**config.mk**
```make
export PLATFORM = sky130hd
export DESIGN_NAME = deinterleaver_prime_stream
export DESIGN_NICKNAME = d
export VERILOG_FILES = /design/src/rtl/interleaver_pkg.sv /design/src/rtl/prime_addr_gen.sv /design/src/rtl/deinterleaver_prime_stream.sv
export SDC_FILE = /design/constraint.sdc
export NUM_CORES = 1
export LEC_CHECK = 0
export ABC_AREA = 1
export CORE_ASPECT_RATIO = 1.2
export CORE_MARGIN = 4
export CORE_UTILIZATION = 30
export CTS_CLUSTER_SIZE = 30
export DETAILED_ROUTE_END_ITERATION = 7
export GPL_ROUTABILITY_DRIVEN = 0
export PLACE_DENSITY = 0.45
export SKIP_CTS_REPAIR_TIMING = 1
export SYNTH_ARGS = -nofsm -noshare
export SYNTH_HDL_FRONTEND = slang
export SYNTH_SLANG_ARGS = --single-unit
```
**constraint.sdc**
```tcl
create_clock -name clk -period 12.4 [get_ports clk]
set_clock_uncertainty 0.2 [all_clocks]
set_input_delay 1.24 -clock clk [delete_from_list [all_inputs] [get_ports clk]]
set_output_delay 1.24 -clock clk [all_outputs]
set_load 0.1 [all_outputs]
```
**src/rtl/interleaver_pkg.sv**
```systemverilog
// Shared definitions for the prime-step interleaver family: default geometry,
// the sample type, the write/read FSM state types and a gcd helper used to
// reject parameter sets for which the prime-step mapping is not a permutation.
package interleaver_pkg;

    localparam int DEFAULT_N          = 10;
    localparam int DEFAULT_P          = 3;
    localparam int DEFAULT_DATA_WIDTH = 32;

    typedef logic [DEFAULT_DATA_WIDTH-1:0] Sample;

    typedef enum logic {
        W_FILL,
        W_WAIT
    } WriteState;

    typedef enum logic {
        R_IDLE,
        R_DRAIN
    } ReadState;

    function automatic int gcd(input int a, input int b);
        int x;
        int y;
        int t;
        x = a;
        y = b;
        while (y != 0) begin
            t = x % y;
            x = y;
            y = t;
        end
        return x;
    endfunction

endpackage

```
**src/rtl/prime_addr_gen.sv**
```systemverilog
// Incremental prime-step address generator. Produces START, START+STEP, ...
// modulo WRAP using only an adder and a compare-subtract, and flags the last
// address of a WRAP-long block so the caller knows a block is complete.
module prime_addr_gen
    import interleaver_pkg::*;
#(
    parameter int START = 0,
    parameter int STEP  = DEFAULT_P,
    parameter int WRAP  = DEFAULT_N,
    parameter int AW    = (WRAP > 1) ? $clog2(WRAP) : 1
) (
    input  logic          clk,
    input  logic          reset,
    input  logic          advance,
    output logic [AW-1:0] addr,
    output logic          done
);

    localparam logic [AW:0]   WRAP_V    = (AW + 1)'(WRAP);
    localparam logic [AW-1:0] LAST_CNT  = AW'(WRAP - 1);
    localparam logic [AW-1:0] START_V   = AW'(START);

    logic [AW-1:0] count;
    logic [AW:0]   sum;
    logic          wrap;

    // Candidate next address and whether it has stepped past the block length
    always_comb begin
        sum  = {1'b0, addr} + (AW + 1)'(STEP);
        wrap = (sum >= WRAP_V);
    end

    assign done = (count == LAST_CNT);

    // Advance address and sample count; restart cleanly at the end of a block
    always_ff @(posedge clk) begin
        if (reset) begin
            addr  <= START_V;
            count <= '0;
        end else if (advance) begin
            if (done) begin
                addr  <= START_V;
                count <= '0;
            end else begin
                count <= count + AW'(1);
                addr  <= wrap ? AW'(sum - WRAP_V) : sum[AW-1:0];
            end
        end
    end

endmodule

```
**src/rtl/deinterleaver_prime_stream.sv**
```systemverilog
// Streaming deinterleaver for a prime-step block interleaver. Incoming sample j
// of a block lands at address (j*P) mod N of one of two ping-pong banks; a full
// bank is then drained in ascending address order while the other one fills.
module deinterleaver_prime_stream
    import interleaver_pkg::*;
#(
    parameter int N          = DEFAULT_N,
    parameter int P          = DEFAULT_P,
    parameter int DATA_WIDTH = DEFAULT_DATA_WIDTH
) (
    input  logic                  clk,
    input  logic                  reset,
    input  logic [DATA_WIDTH-1:0] in_data,
    input  logic                  in_valid,
    output logic                  in_ready,
    output logic [DATA_WIDTH-1:0] out_data,
    output logic                  out_valid,
    input  logic                  out_ready,
    output logic                  out_last
);

    localparam int            AW        = (N > 1) ? $clog2(N) : 1;
    localparam logic [AW-1:0] LAST_ADDR = AW'(N - 1);

    if (P <= 0 || P >= N || gcd(P, N) != 1) begin : gBadParams
        $error("deinterleaver_prime_stream: P must satisfy 0 < P < N and gcd(P,N) == 1");
    end

    logic [DATA_WIDTH-1:0] mem [2][N];

    WriteState     wrState;
    ReadState      rdState;
    logic [1:0]    bankFull;
    logic          wrBank;
    logic          rdBank;
    logic [AW-1:0] wrAddr;
    logic [AW-1:0] rdAddr;
    logic [AW-1:0] rdNext;
    logic          wrDone;
    logic          inXfer;
    logic          outXfer;
    logic          wrLast;
    logic          rdLast;
    logic          otherReadable;
    logic          nextWritable;

    assign in_ready = (wrState == W_FILL);

    // Handshake decode plus look-ahead on same-cycle completions so a block can
    // finish on both sides at once without inserting a bubble
    always_comb begin
        inXfer        = in_valid && in_ready;
        outXfer       = out_valid && out_ready;
        wrLast        = inXfer && wrDone;
        rdLast        = outXfer && (rdAddr == LAST_ADDR);
        rdNext        = rdAddr + AW'(1);
        otherReadable = bankFull[~rdBank] || (wrLast && (wrBank != rdBank));
        nextWritable  = !bankFull[~wrBank] || (rdLast && (rdBank != wrBank));
    end

    prime_addr_gen #(
        .START (0),
        .STEP  (P),
        .WRAP  (N),
        .AW    (AW)
    ) uWriteAddr (
        .clk     (clk),
        .reset   (reset),
        .advance (inXfer),
        .addr    (wrAddr),
        .done    (wrDone)
    );

    // Sample storage; contents are deliberately left untouched by reset
    always_ff @(posedge clk) begin
        if (inXfer) begin
            mem[wrBank][wrAddr] <= in_data;
        end
    end

    // Bank occupancy: set when the last sample is written, cleared when drained
    always_ff @(posedge clk) begin
        if (reset) begin
            bankFull <= 2'b00;
        end else begin
            if (wrLast) begin
                bankFull[wrBank] <= 1'b1;
            end
            if (rdLast) begin
                bankFull[rdBank] <= 1'b0;
            end
        end
    end

    // Write FSM: fill the current bank, then wait while the next one is occupied
    always_ff @(posedge clk) begin
        if (reset) begin
            wrState <= W_FILL;
            wrBank  <= 1'b0;
        end else begin
            case (wrState)
                W_FILL: begin
                    if (wrLast) begin
                        wrBank <= ~wrBank;
                        if (!nextWritable) begin
                            wrState <= W_WAIT;
                        end
                    end
                end
                W_WAIT: begin
                    if (!bankFull[wrBank] || (rdLast && (rdBank == wrBank))) begin
                        wrState <= W_FILL;
                    end
                end
                default: wrState <= W_FILL;
            endcase
        end
    end

    // Read FSM: present one registered sample per address and hold it until taken
    always_ff @(posedge clk) begin
        if (reset) begin
            rdState   <= R_IDLE;
            rdBank    <= 1'b0;
            rdAddr    <= '0;
            out_valid <= 1'b0;
            out_last  <= 1'b0;
            out_data  <= '0;
        end else begin
            case (rdState)
                R_IDLE: begin
                    if (bankFull[rdBank]) begin
                        rdState   <= R_DRAIN;
                        rdAddr    <= '0;
                        out_valid <= 1'b1;
                        out_last  <= 1'b0;
                        out_data  <= mem[rdBank][AW'(0)];
                    end
                end
                R_DRAIN: begin
                    if (outXfer) begin
                        if (rdAddr == LAST_ADDR) begin
                            rdBank   <= ~rdBank;
                            rdAddr   <= '0;
                            out_last <= 1'b0;
                            if (otherReadable) begin
                                out_data <= mem[~rdBank][AW'(0)];
                            end else begin
                                rdState   <= R_IDLE;
                                out_valid <= 1'b0;
                            end
                        end else begin
                            rdAddr   <= rdNext;
                            out_data <= mem[rdBank][rdNext];
                            out_last <= (rdNext == LAST_ADDR);
                        end
                    end
                end
                default: rdState <= R_IDLE;
            endcase
        end
    end

endmodule

```
# After elaboration in Yosys (flattened, before gate mapping)
# Memory sizes are Yosys's and may differ from the RTL's. A register that Yosys moved wholly into a read port is not among the register bits.
# Cells that the tools add are included.
[totals]
elab_cells = 120
mem_count = 1
input_bits = 36
ramBits = 640
ff_bits = 52
[classes]
bitwise = 9
eq_ne = 11
add_sub_neg = 4
n_lt_le_gt_ge = 10
mux = 54
reduce_logical = 20
[memory_table]
columns = ["memory", "depth", "word_bits", "rd", "rd_clocked_by_memory_dff", "write_ports", "line_no", "rtl"]
rows = [
  ["mem", 2, 320, 2, 1, 1, "deinterleaver_prime_stream.sv:29", "logic [DATA_WIDTH-1:0] mem [2][N];"],
]
[ops]
columns = ["operator", "n"]
rows = [
  ["320-bit 2-to-1 mux", 1],
  ["32-bit 2-to-1 mux", 7],
  ["32-bit binary-select mux with 4-bit select", 1],
  ["32-bit demux with 4-bit select", 1],
  ["32-bit one-hot mux with 2 select lines", 1],
  ["1-bit 2-to-1 mux", 27],
  ["4-bit 2-to-1 mux", 6],
  ["4-bit equality test, second input constant", 3],
  ["5-bit greater-or-equal comparator, second input constant", 2],
  ["1-bit logical AND", 10],
  ["4-bit inverter with 5-bit output", 2],
  ["4-bit by 1-bit adder with 4-bit output, second input constant", 2],
  ["1-bit by 2-bit < comparator with 1-bit output, second input constant", 4],
  ["1-bit one-hot mux with 2 select lines", 4],
  ["4-bit one-hot mux with 2 select lines", 1],
  ["2-bit 2-to-1 mux", 3],
  ["3-bit AND reduction", 2],
  ["4-bit by 2-bit adder with 5-bit output, second input constant", 1],
  ["5-bit by 4-bit greater-or-equal comparator with 1-bit output, second input constant", 1],
  ["5-bit by 1-bit < comparator with 1-bit output, second input constant", 1],
  ["2-bit by 1-bit != test with 1-bit output, second input constant", 2],
  ["2-bit != test, second input constant", 2],
  ["1-bit inverter", 4],
  ["2-bit AND reduction", 2],
  ["12 further kinds", 18],
]

# Logic depth before layout (Yosys ltp)
[logic_depth]
depth_word = 9
ltp_mapped = 17
depth_no_buf = 12

# Hierarchy
# From an unflattened synthesis, not the netlist that was laid out.
[hier_totals]
cells_unflattened = 2714
hier_area_um2 = 29139.2
[modules_own_cells]
columns = ["mod", "instances", "area_each_um2", "cells_each", "seq_area_each_um2"]
rows = [
  ["deinterleaver_prime_stream", 1, 28661.2, 2643, 20119.3],
  ["prime_addr_gen", 1, 478.0, 71, 160.2],
]

# Worst setup path after synthesis
# No wires, ideal clock.
[synth_path]
path_kind = "input-to-reg"
from = "input in_valid"
to = "memory mem[0][192] (netlist bit) (enable)"
path_buffers = 1
required_time_ns = 11.699
path_stages = 3
setup_time_ns = 0.501
slack_ns = 6.941
t_arrival_ns = 4.758
path_cell_list = "nand2_1 -> clkbuf_1 -> nor4_1"
[synth_via]
elab_chain_len = 3
[synth_lines]
columns = ["element", "line_no", "rtl"]
rows = [
  ["start, declared", "deinterleaver_prime_stream.sv:14", "input logic in_valid,"],
  ["1-bit logical AND", "deinterleaver_prime_stream.sv:52", "inXfer = in_valid && in_ready;"],
  ["1-bit 2-to-1 mux", "deinterleaver_prime_stream.sv:76", "if (inXfer) begin"],
  ["320-bit 2-to-1 mux (not written as such)", "deinterleaver_prime_stream.sv:77", "mem[wrBank][wrAddr] <= in_data;"],
  ["end, declared", "deinterleaver_prime_stream.sv:29", ""],
]
# No other way between the ends.

# Worst setup path after layout
[layout_path]
from = "register rdAddr[0]"
to = "register out_data[7]"
[layout_via]
elab_chain_len = 8
[layout_lines]
columns = ["element", "line_no", "rtl"]
rows = [
  ["start, declared", "deinterleaver_prime_stream.sv:37", "logic [AW-1:0] rdAddr;"],
  ["start signal, assigned", "deinterleaver_prime_stream.sv:153", "rdAddr <= rdNext;"],
  ["4-bit by 1-bit adder with 4-bit output", "deinterleaver_prime_stream.sv:56", "rdNext = rdAddr + AW'(1);"],
  ["4-bit inverter with 5-bit output (not written as such)", "deinterleaver_prime_stream.sv:154", "out_data <= mem[rdBank][rdNext];"],
  ["32-bit binary-select mux with 4-bit select", "deinterleaver_prime_stream.sv:154", ""],
  ["32-bit 2-to-1 mux (not written as such) (2 in series)", "deinterleaver_prime_stream.sv:154", ""],
  ["32-bit 2-to-1 mux", "deinterleaver_prime_stream.sv:142", "if (rdAddr == LAST_ADDR) begin"],
  ["32-bit 2-to-1 mux", "deinterleaver_prime_stream.sv:141", "if (outXfer) begin"],
  ["32-bit one-hot mux with 2 select lines", "deinterleaver_prime_stream.sv:130", "case (rdState)"],
  ["end signal, assigned", "deinterleaver_prime_stream.sv:137", "out_data <= mem[rdBank][AW'(0)];"],
  ["end signal, assigned", "deinterleaver_prime_stream.sv:147", "out_data <= mem[~rdBank][AW'(0)];"],
  ["end signal, assigned", "deinterleaver_prime_stream.sv:154", ""],
  ["end, declared", "deinterleaver_prime_stream.sv:16", "output logic [DATA_WIDTH-1:0] out_data,"],
]
# Several ways; a longest one is shown, not always the timed one. The select of a mux whose other input is x is not followed.
# A chain may end at the register's enable or synchronous reset.

==> run_results.csv <==
group,metric,value,unit
status,outcome,"finished, final reports clean",
yosys,yosysUniqueCellTypes,38,
critical_path,end_kind,"flop",
pwr,seqPwrFrac,53.4,%
yosys,syn_inst,2738,
sta,fmax,217,MHz
clock_network,cts_sinks,693,
grt,gr-total-overflow,0,
grt,grt_max_degree,157,
floorplanning,ioPinCount,71,
clock_network,cts_buffers,72,
critical_path,slowest_delay,880,ps
grt,grt_usage,17.2,%
floorplanning,start_util,30.3,%
yosys,syn_area,29300,um2
yosys,synth_top_area_share,65.6,%
critical_path,worst_ep_arrival_time,4890,ps
sta,rsz0062_at_grt,"false",
pwr,clkPwrFrac,43.8,%
critical_path,cp_cell_sequence,"inv_6 -> ha_4 -> clkinv_2 -> buf_4 -> nand3_2 -> buf_4 -> nor2_1 -> nor2_1 -> nand2_1 -> nand2_1 -> a21oi_1",
clock_network,clkTransAtPathRegs,60,ps
yosys,synth_most_common_cell,"nand2_1",
floorplanning,rows,125,
yosys,ys_ff_latch,693,
worst_hold_path,hp-class,"flop to flop",
yosys,yosysTopAreaCell,"edfxtp_1",
final_layout,finish.utilization,34.7,%
critical_path,cp_slowest_cell,"dfxtp_4",
routing,ant_nets,0,
yosys,synth_nets,2783,
clock_network,clk_latency,610,ps
yosys,yosys_warnings,0,
placed_design,dp_hpwl,46.8,mm
pwr,power_density,145,nW/um2
final_layout,fin_nets,2807,
critical_path,worstSetupPathType,"flop to flop",
yosys,synth_ff_type,"edfxtp_1",
grt,antenna_found_initial,5,
routing,drc,0,
routing,drt-total-wl,89.6,mm
sta,slew_viol_final,0,
pwr,intPower,3.85,mW
sta,finalCriticalPeriod,4600,ps
yosys,ys_seq_area_share,69.2,%
pwr,total_power,4.87,mW
clock_network,cts-htree-levels,3,
yosys,async_flop_share,0,%
sta,min_period_over_period,37.1,%
sta,final.setup.tns,0,ps
critical_path,startpoint,"rdAddr[0]$_SDFFE_PP0P_",
clock_network,clockBufferDepth,3,
sta,setup_viol,0,
critical_path,cp-start-kind,"flop",
job,cap_violations,0,
sta,hold_viol_final,0,
critical_path,cp.buffers_inverters,4,
routing,via_per_inst,4.93,
final_layout,nFillCells,9548,
clock_network,cts_tree,"built",
critical_path,cp_data_required_time,12690,ps
sta,timing.hold.ws,296,ps
routing,drt-initial-drc-count,1455,
pwr,power_leakage,12.1,nW
sta,tightest_slew,1220,ps
pwr,p_sw,1.02,mW
routing,wl_per_cell,21.9,um
floorplanning,die-area,103000,um2
grt,grt_pass1_vias,19759,
final_layout,area_delta_synth_final,14.6,%
pwr,peakVddDrop,0.0736,mV
placed_design,numPortBuffers,70,
yosys,ys_top_cells_by_area,"edfxtp_1, nand2_1, nand3_1",
grt,grt_pass1_wl,132,mm
pwr,combPwrFrac,2.8,%
sta,slew_headroom,18.8,%
critical_path,critPathTopFamily,"buffers and inverters",
critical_path,rr_startpoint,"rdAddr[0]$_SDFFE_PP0P_",
routing,vias,20188,
floorplanning,die_w,293,um
worst_hold_path,worstHoldStart,"uWriteAddr.count[2]$_SDFFE_PP0N_",
floorplanning,coreArea,96800,um2
yosys,synth_edf_count,640,
final_layout,drive_gt1_share,7.44,%
routing,dr.pass1.iters,5,
clock_network,clockRootBuffer,"clkbuf_16",
floorplanning,die_h,350,um
yosys,postSynthAreaPerCell,10.7,um2
pwr,power.share.switching,20.9,%
critical_path,worstPathMaxFanout,51,
yosys,yosys-top-cells-count,"nand2_1, edfxtp_1, nand3_1",
[stage by stage]
stage | worst slack, ps | instances | cell area (um2)
2_1_floorplan | 6940 | 2738 | 29300
6_report | 7800 | 4092 | 33600
5_1_grt | 7560 | 4091 | 33500
3_5_place_dp | 7820 | 3958 | 31300
3_3_place_gp | 7870 | 3958 | 31300
4_1_cts | 7800 | 4091 | 33500
[registers in the layout, summed over array words and instances, names as in the netlist, named ones only]
register          cells
wrState               1
out_last              1
rdAddr                4
rdBank                1
rdState               1
out_valid             1
wrBank                1
out_data             32
mem                 640
bankFull              2
uWriteAddr.addr       4
uWriteAddr.count      4
[final cells by class]
cell class / instances / area [um2] / share of cell area (%)
Sequential cell: 693 / 20300 / 60.5
Inverter: 76 / 302 / 0.899
Tap cell: 1270 / 1590 / 4.74
Clock inverter: 31 / 235 / 0.701
Antenna cell: 1 / 2.50 / 0.00746
Clock buffer: 102 / 2060 / 6.14
Timing Repair Buffer: 120 / 1080 / 3.21
Multi-Input combinational cell: 1799 / 8000 / 23.8
[tightest hold or removal path, cell delays in order, from the launching register on]
cell,delay (ps)
dfxtp_1,310
nor2_1,100
nor3_1,50
[placed cells by master (no fill, tap or decap), types with 2 or more instances in the layout]
cell and count:
a211oi_1 2, a21oi_1 69, a21oi_2 12, a31oi_1 33, buf_4 50, bufinv_16 3, clkbuf_1 21, clkbuf_16 77
clkbuf_8 4, clkdlybuf4s50_1 70, clkinv_1 10, clkinv_2 15, dfxtp_1 49, dfxtp_2 2, dfxtp_4 2, edfxtp_1 640
ha_1 8, inv_1 67, inv_2 4, inv_6 4, nand2_1 1028, nand3_1 481, nand3_2 2, nor2_1 110
nor2_2 2, nor3_1 3, nor3_2 12, nor4_2 8, o21ai_0 9, o221ai_1 2, or2_2 2, xnor2_1 2
[kinds of logic after synthesis]
logic type / after synthesis / synth area share (%)
adder cells (fa/ha/maj): 9 / 0.384
buffers and inverters: 246 / 3.89
AND/OR/NAND/NOR: 1652 / 23.5
AO/OA/AOI/OAI: 132 / 2.64
XOR/XNOR: 6 / 0.333
flip-flops: 693 / 69.2
[power by group through the flow]
stage               combinational [mW]  sequential (mW)  clock (mW)
global placement                 0.136             2.65           0
detailed placement               0.140             2.65           0
floorplan                       0.0613             2.65           0
finish                           0.138             2.60        2.13
CTS                              0.140             2.60        2.19
global route                     0.154             2.60        2.28
[metal layers]
layer	vias to the layer above	track usage (%)	wire length, um
met5	-	0	0
li1	9459	-	-
met1	10031	23.0	39900
met2	546	29.1	43000
met4	0	5.79	2500
met3	152	2.17	4190
[path summary, 6_finish.rpt]
kind	to	slack (ps)	cells after the start
min	uWriteAddr.count[2]$_SDFFE_PP0N_	300	2
min reg2reg	uWriteAddr.count[2]$_SDFFE_PP0N_	300	2
max	out_data[7]$_SDFFE_PP0P_	7800	11
max reg2reg	out_data[7]$_SDFFE_PP0P_	7800	11
Power figures use the tool's default switching activity.
